--- src/rtl/qbus_slave.sv ---
// Q-bus/MPI responder: decodes an address window and maps DATI/DATO/DATOB/DATIO cycles onto a local register port.
// Optional macro QSL_RMW_EN: service further data phases under one SYNC (read-modify-write).
module qbus_slave #(
    parameter logic [15:0] BASE     = 16'o176540,
    parameter int unsigned AW       = 2,
    parameter int unsigned IOPAGE   = 1,
    parameter int unsigned RPLY_DLY = 1
) (
    input  logic          MCLK,
    input  logic          RST,
    input  logic          nSYNC,
    input  logic          nDIN,
    input  logic          nDOUT,
    input  logic          nWTBT,
    input  logic          nBS,
    input  logic          nINIT,
    input  logic [15:0]   AD_IN,
    output logic [15:0]   AD_OUT,
    output logic          AD_OE,
    output logic          nRPLY,
    output logic [AW-1:0] lc_adr,
    output logic [15:0]   lc_dat_o,
    input  logic [15:0]   lc_dat_i,
    output logic          lc_we,
    output logic [1:0]    lc_sel,
    output logic          lc_stb,
    input  logic          lc_ack
);

    localparam int unsigned CW = 3;

    typedef enum logic [2:0] {
        S_IDLE,
        S_ADDR,
        S_RSTB,
        S_RDLY,
        S_WSTB,
        S_RPLY,
        S_DONE
    } state_t;

    state_t        r_state;
    logic          r_sync_s1, r_sync_s2;
    logic          r_din_s1,  r_din_s2;
    logic          r_dout_s1, r_dout_s2;
    logic          r_init_s1, r_init_s2;
    logic [15:0]   r_adr_hold;
    logic          r_bs_hold;
    logic [CW-1:0] r_cnt;
    logic [15:0]   r_ad_out;
    logic [15:0]   r_dat_o;
    logic          r_ad_oe;
    logic          r_rply_n;
    logic          r_we;
    logic          r_stb;
    logic [1:0]    r_sel;
    logic          w_sel;
    logic          w_abort;

    // Two-flop synchronizers for the asynchronous bus strobes
    always_ff @(posedge MCLK or posedge RST) begin
        if (RST) begin
            r_sync_s1 <= 1'b1;
            r_sync_s2 <= 1'b1;
            r_din_s1  <= 1'b1;
            r_din_s2  <= 1'b1;
            r_dout_s1 <= 1'b1;
            r_dout_s2 <= 1'b1;
            r_init_s1 <= 1'b1;
            r_init_s2 <= 1'b1;
        end else begin
            r_sync_s1 <= nSYNC;
            r_sync_s2 <= r_sync_s1;
            r_din_s1  <= nDIN;
            r_din_s2  <= r_din_s1;
            r_dout_s1 <= nDOUT;
            r_dout_s2 <= r_dout_s1;
            r_init_s1 <= nINIT;
            r_init_s2 <= r_init_s1;
        end
    end

    // Address tracks the bus until SYNC is first seen, then freezes for the whole cycle
    always_ff @(posedge MCLK or posedge RST) begin
        if (RST) begin
            r_adr_hold <= '0;
            r_bs_hold  <= 1'b1;
        end else if (r_sync_s1) begin
            r_adr_hold <= AD_IN;
            r_bs_hold  <= nBS;
        end
    end

    assign w_sel   = (r_adr_hold[15:AW+1] == BASE[15:AW+1]) && ((IOPAGE == 0) || !r_bs_hold);
    assign w_abort = !r_init_s2 || (r_sync_s2 && (r_state != S_IDLE));

    always_ff @(posedge MCLK or posedge RST) begin
        if (RST) begin
            r_state  <= S_IDLE;
            r_cnt    <= '0;
            r_ad_out <= '0;
            r_dat_o  <= '0;
            r_ad_oe  <= 1'b0;
            r_rply_n <= 1'b1;
            r_we     <= 1'b0;
            r_stb    <= 1'b0;
            r_sel    <= 2'b00;
        end else if (w_abort) begin
            // SYNC dropped or INIT: quietly release the bus, any late lc_ack is ignored
            r_state  <= S_IDLE;
            r_stb    <= 1'b0;
            r_we     <= 1'b0;
            r_rply_n <= 1'b1;
            r_ad_oe  <= 1'b0;
        end else begin
            case (r_state)
                S_IDLE: begin
                    if (!r_sync_s2) r_state <= S_ADDR;
                end
                S_ADDR: begin
                    if (!w_sel) begin
                        r_state <= S_DONE;
                    end else if (!r_din_s2 && r_dout_s2) begin
                        r_stb   <= 1'b1;
                        r_we    <= 1'b0;
                        r_sel   <= 2'b11;
                        r_state <= S_RSTB;
                    end else if (!r_dout_s2 && r_din_s2) begin
                        r_dat_o <= AD_IN;
                        r_sel   <= nWTBT ? 2'b11 : (r_adr_hold[0] ? 2'b10 : 2'b01);
                        r_stb   <= 1'b1;
                        r_we    <= 1'b1;
                        r_state <= S_WSTB;
                    end else if (!r_din_s2 && !r_dout_s2) begin
                        r_state <= S_DONE;
                    end
                end
                S_RSTB: begin
                    if (lc_ack) begin
                        r_ad_out <= lc_dat_i;
                        r_ad_oe  <= 1'b1;
                        r_stb    <= 1'b0;
                        r_cnt    <= CW'(RPLY_DLY);
                        r_state  <= S_RDLY;
                    end
                end
                S_RDLY: begin
                    // Data setup time on the bus before RPLY
                    if (r_cnt == '0) begin
                        r_rply_n <= 1'b0;
                        r_state  <= S_RPLY;
                    end else begin
                        r_cnt <= r_cnt - CW'(1);
                    end
                end
                S_WSTB: begin
                    if (lc_ack) begin
                        r_stb    <= 1'b0;
                        r_we     <= 1'b0;
                        r_rply_n <= 1'b0;
                        r_state  <= S_RPLY;
                    end
                end
                S_RPLY: begin
                    if (r_din_s2 && r_dout_s2) begin
                        r_rply_n <= 1'b1;
                        r_ad_oe  <= 1'b0;
`ifdef QSL_RMW_EN
                        r_state  <= S_ADDR;
`else
                        r_state  <= S_DONE;
`endif
                    end
                end
                S_DONE: begin
                    if (r_sync_s2) r_state <= S_IDLE;
                end
                default: r_state <= S_IDLE;
            endcase
        end
    end

    assign AD_OUT   = r_ad_out;
    assign AD_OE    = r_ad_oe;
    assign nRPLY    = r_rply_n;
    assign lc_adr   = r_adr_hold[AW:1];
    assign lc_dat_o = r_dat_o;
    assign lc_we    = r_we;
    assign lc_sel   = r_sel;
    assign lc_stb   = r_stb;

endmodule

--- config.mk ---
export PLATFORM = sky130hd
export DESIGN_NAME = qbus_slave
export DESIGN_NICKNAME = d
export VERILOG_FILES = /design/src/rtl/qbus_slave.sv
export SDC_FILE = /design/constraint.sdc
export NUM_CORES = 1
export LEC_CHECK = 0
export CAP_MARGIN = 25
export CORE_MARGIN = 4
export CORE_UTILIZATION = 44
export CTS_CLUSTER_DIAMETER = 120
export DETAILED_ROUTE_END_ITERATION = 8
export MAX_ROUTING_LAYER = met4
export PLACE_DENSITY = 0.76
export SETUP_SLACK_MARGIN = 0.05
export SYNTH_ARGS = -nofsm -noshare
export SYNTH_HDL_FRONTEND = slang
export SYNTH_SLANG_ARGS = --single-unit
--- constraint.sdc ---
create_clock -name MCLK -period 2.15 [get_ports MCLK]
set_clock_uncertainty 0.1 [all_clocks]
set_input_delay 0.43 -clock MCLK [delete_from_list [all_inputs] [get_ports MCLK]]
set_output_delay 0.43 -clock MCLK [all_outputs]
set_load 0.01 [all_outputs]
==> flow_summary_export.csv <==
group,metric,value,unit
cts,cts_resized,0,
synthesis,yosys_register_bits,69,
cts,h-tree-depth,3,
floorplanning,start_util,0.455,
synthesis,yosysSeqAreaShare,0.560,
power,leakage,1.91,nW
setup_path,worstSetupPathType,"flip-flop to flip-flop",
placement,post_dp_cell_area,0.00411,mm^2
route,post_drt_wl_per_cell,15.8,um
power,peakVddDrop,575,uV
status,status,"complete, no violations",
route,firstDrtPassIters,4,
grt,globalRouteOverflowTotal,0,
cells_and_area,diodes,0,
route,top_layer_used,"met4",
setup_path,crit_chain,"nor2b_1, and3b_4, nand4b_4, buf_12, mux2_4",
route,detail-route-antenna-nets,0,
floorplanning,fp.dieH,92.0,um
route,avgViaCountPerCell,5.11,
synthesis,synth-async-reset-ratio,1.00,
placement,globalplace.congestion,0.884,
setup_path,start_kind,"flip-flop",
cts,cts_made_buffers,9,
synthesis,synth_edf_count,0,
floorplanning,coreArea,0.00683,mm^2
cts,clkSlewWorstSetupHoldPaths,0.07,ns
sta,finalCritPeriodShare,0.911,
grt,grtUsageTotal,0.176,
sta,maxSlewViolCount,0,
route,drt-total-wl,6640,um
synthesis,postSynthAreaPerCell,13.6,um^2
cts,cts_hold_buf,0,
cts,cts_tree,"yes",
sta,worst_pin_slew,0.553,ns
setup_path,critPathMaxFanout,16,
cts,clock_path_buffers,2,
synthesis,synth_cells,228,
floorplanning,die_w,92.0,um
sta,fin_crit,1.96,ns
route,vias,2150,
route,met1_length,2930,um
synthesis,synth_warnings,0,
synthesis,synth_cell_types,49,
sta,fin_tns_setup,0,ns
setup_path,arrival,2.08,ns
cts,cts_setup_buffers,0,
cells_and_area,layout-drive-gt1-share,0.286,
synthesis,syn_nets,276,
sta,finalSetupViolCount,0,
cts,cts_root_buf,"clkbuf_8",
route,dr_wl_met2,3380,um
placement,hpwl,4860,um
cells_and_area,area_growth,38.9,%
synthesis,synth-main-ff-cell,"dfrtp_1",
floorplanning,rows,30,
sta,relSlewSlack,0.631,
flow_run,cap_violations,0,
sta,fmax,510,MHz
grt,grt_pass1_vias,2280,
cells_and_area,nFillCells,562,
sta,finalHoldViolCount,0,
placement,io_buffers,80,
route,wl_met3,218,um
setup_path,cp-end-kind,"flip-flop",
cts,clock_latency,0.34,ns
grt,grt_start_max_net_pins,27,
cells_and_area,layout_common_cells,"clkdlybuf4s50_1, dfrtp_1, mux2_2, mux2_4, dfstp_2",
grt,grt_first_pass_wirelength,11400,um
cells_and_area,fin_nets,368,
route,drcViolationCount,0,
cells_and_area,layout.cells.most_common,"clkdlybuf4s50_1",
setup_path,crit_path_max_incr_delay,0.53,ns
sta,rsz0062_at_grt,"no",
cells_and_area,stdcell_area,0.00431,mm^2
cells_and_area,multi_input_area,0.00127,mm^2
min_path,worstHoldPathType,"flip-flop to flip-flop",
setup_path,slowest_stage,"dfstp_2",
cells_and_area,regArea,0.00174,mm^2
power,power_density,843,mW/mm^2
floorplanning,io_pins,81,
floorplanning,die-area,0.00847,mm^2
route,drtIter0Drc,96,
synthesis,synth_area,0.00311,mm^2
setup_path,crit_required,2.27,ns
cts,clock-sinks,69,
grt,antenna_found_initial,0,
cell type report:
type                            count  area share
Multi-Input combinational cell    140       0.294
Clock buffer                       12      0.0313
Inverter                            7     0.00696
Clock inverter                      4      0.0168
Timing Repair Buffer               93       0.220
Tap cell                           96      0.0279
Sequential cell                    69       0.403
worst max-delay path: cells and delay by family (launching register included):
kind,cells,cell delay [ns]
and+or+nand+nor,3,0.73
DFF,1,0.53
muxes,1,0.30
buffers and inverters,1,0.18
report_power, final:
group / switching [mW] / internal [mW]
combinational: 0.343 / 0.543
clock: 0.462 / 0.653
sequential: 0.129 / 1.50
flip-flops by register name, indices dropped and copies added, names as in the netlist:
name,cells
AD_OE,1
AD_OUT,16
lc_dat_o,16
lc_sel,2
lc_stb,1
lc_we,1
nRPLY,1
r_adr_hold,16
r_bs_hold,1
r_cnt,3
r_din_s1,1
r_din_s2,1
r_dout_s1,1
r_dout_s2,1
r_init_s1,1
r_init_s2,1
r_state,3
r_sync_s1,1
r_sync_s2,1
kinds of logic after synthesis:
logic type,synth area share
AOI/OAI and AO/OA,0.0806
adders and majority gates,0.0282
buffers and inverters,0.0318
DFF,0.560
muxes,0.200
and+or+nand+nor,0.0991
synth_stat cells, types with 2 or more instances:
cell type | count | area, um^2
dfrtp_1 | 59 | 1480
o22ai_1 | 2 | 12.5
clkbuf_1 | 3 | 11.3
buf_4 | 5 | 37.5
nor3_1 | 3 | 15.0
ha_1 | 7 | 87.6
nand2b_1 | 3 | 18.8
nor2_1 | 4 | 15.0
nand4b_1 | 2 | 17.5
o21ai_0 | 6 | 30.0
o211ai_1 | 2 | 15.0
nand2_1 | 7 | 26.3
a21oi_1 | 9 | 45.0
mux2_2 | 41 | 462
a21o_1 | 2 | 15.0
nand3b_1 | 2 | 15.0
inv_1 | 7 | 26.3
nor4bb_1 | 3 | 30.0
and3_1 | 2 | 12.5
nor2b_1 | 5 | 31.3
and4bb_2 | 2 | 25.0
buf_1 | 2 | 7.51
a31oi_1 | 2 | 12.5
a211oi_1 | 2 | 15.0
mux2_4 | 10 | 150
nor3b_1 | 4 | 30.0
dfstp_2 | 10 | 263
metal layers:
| metal | up-vias | track usage |
|---|---|---|
| li1 | 1014 | - |
| met1 | 1071 | 0.231 |
| met2 | 55 | 0.268 |
| met3 | 10 | 0.0295 |
| met4 | 0 | 0.0829 |
| met5 | - | - |
per-stage QoR:
stage | utilization | power [mW] | std cells | setup slack, ns | hold slack, ns
floorplan | - | 2.08 | 228 | 0.258 | 0.245
global placement | 0.601 | 2.51 | 405 | 0.0550 | 0.246
detailed placement | 0.601 | 2.55 | 405 | 0.0160 | 0.247
CTS | 0.631 | 3.68 | 421 | 0.186 | 0.257
global route | 0.631 | 3.85 | 421 | 0.0566 | 0.259
finish | 0.631 | 3.63 | 421 | 0.191 | 0.255
path summary, 6_finish.rpt:
check                                from            to  slack, ns  depth (start not counted)
worst min register to register   r_din_s1      r_din_s2       0.26                          0
worst max-delay path            r_init_s2  lc_dat_o[11]       0.19                          5
worst max register to register  r_init_s2  lc_dat_o[11]       0.19                          5
worst min-delay path             r_din_s1      r_din_s2       0.26                          0
min in group asynchronous             RST  lc_dat_o[13]       0.39                          2
max in group asynchronous             RST     r_bs_hold       0.98                          3
Note: power is estimated with default switching activity, not from simulation.
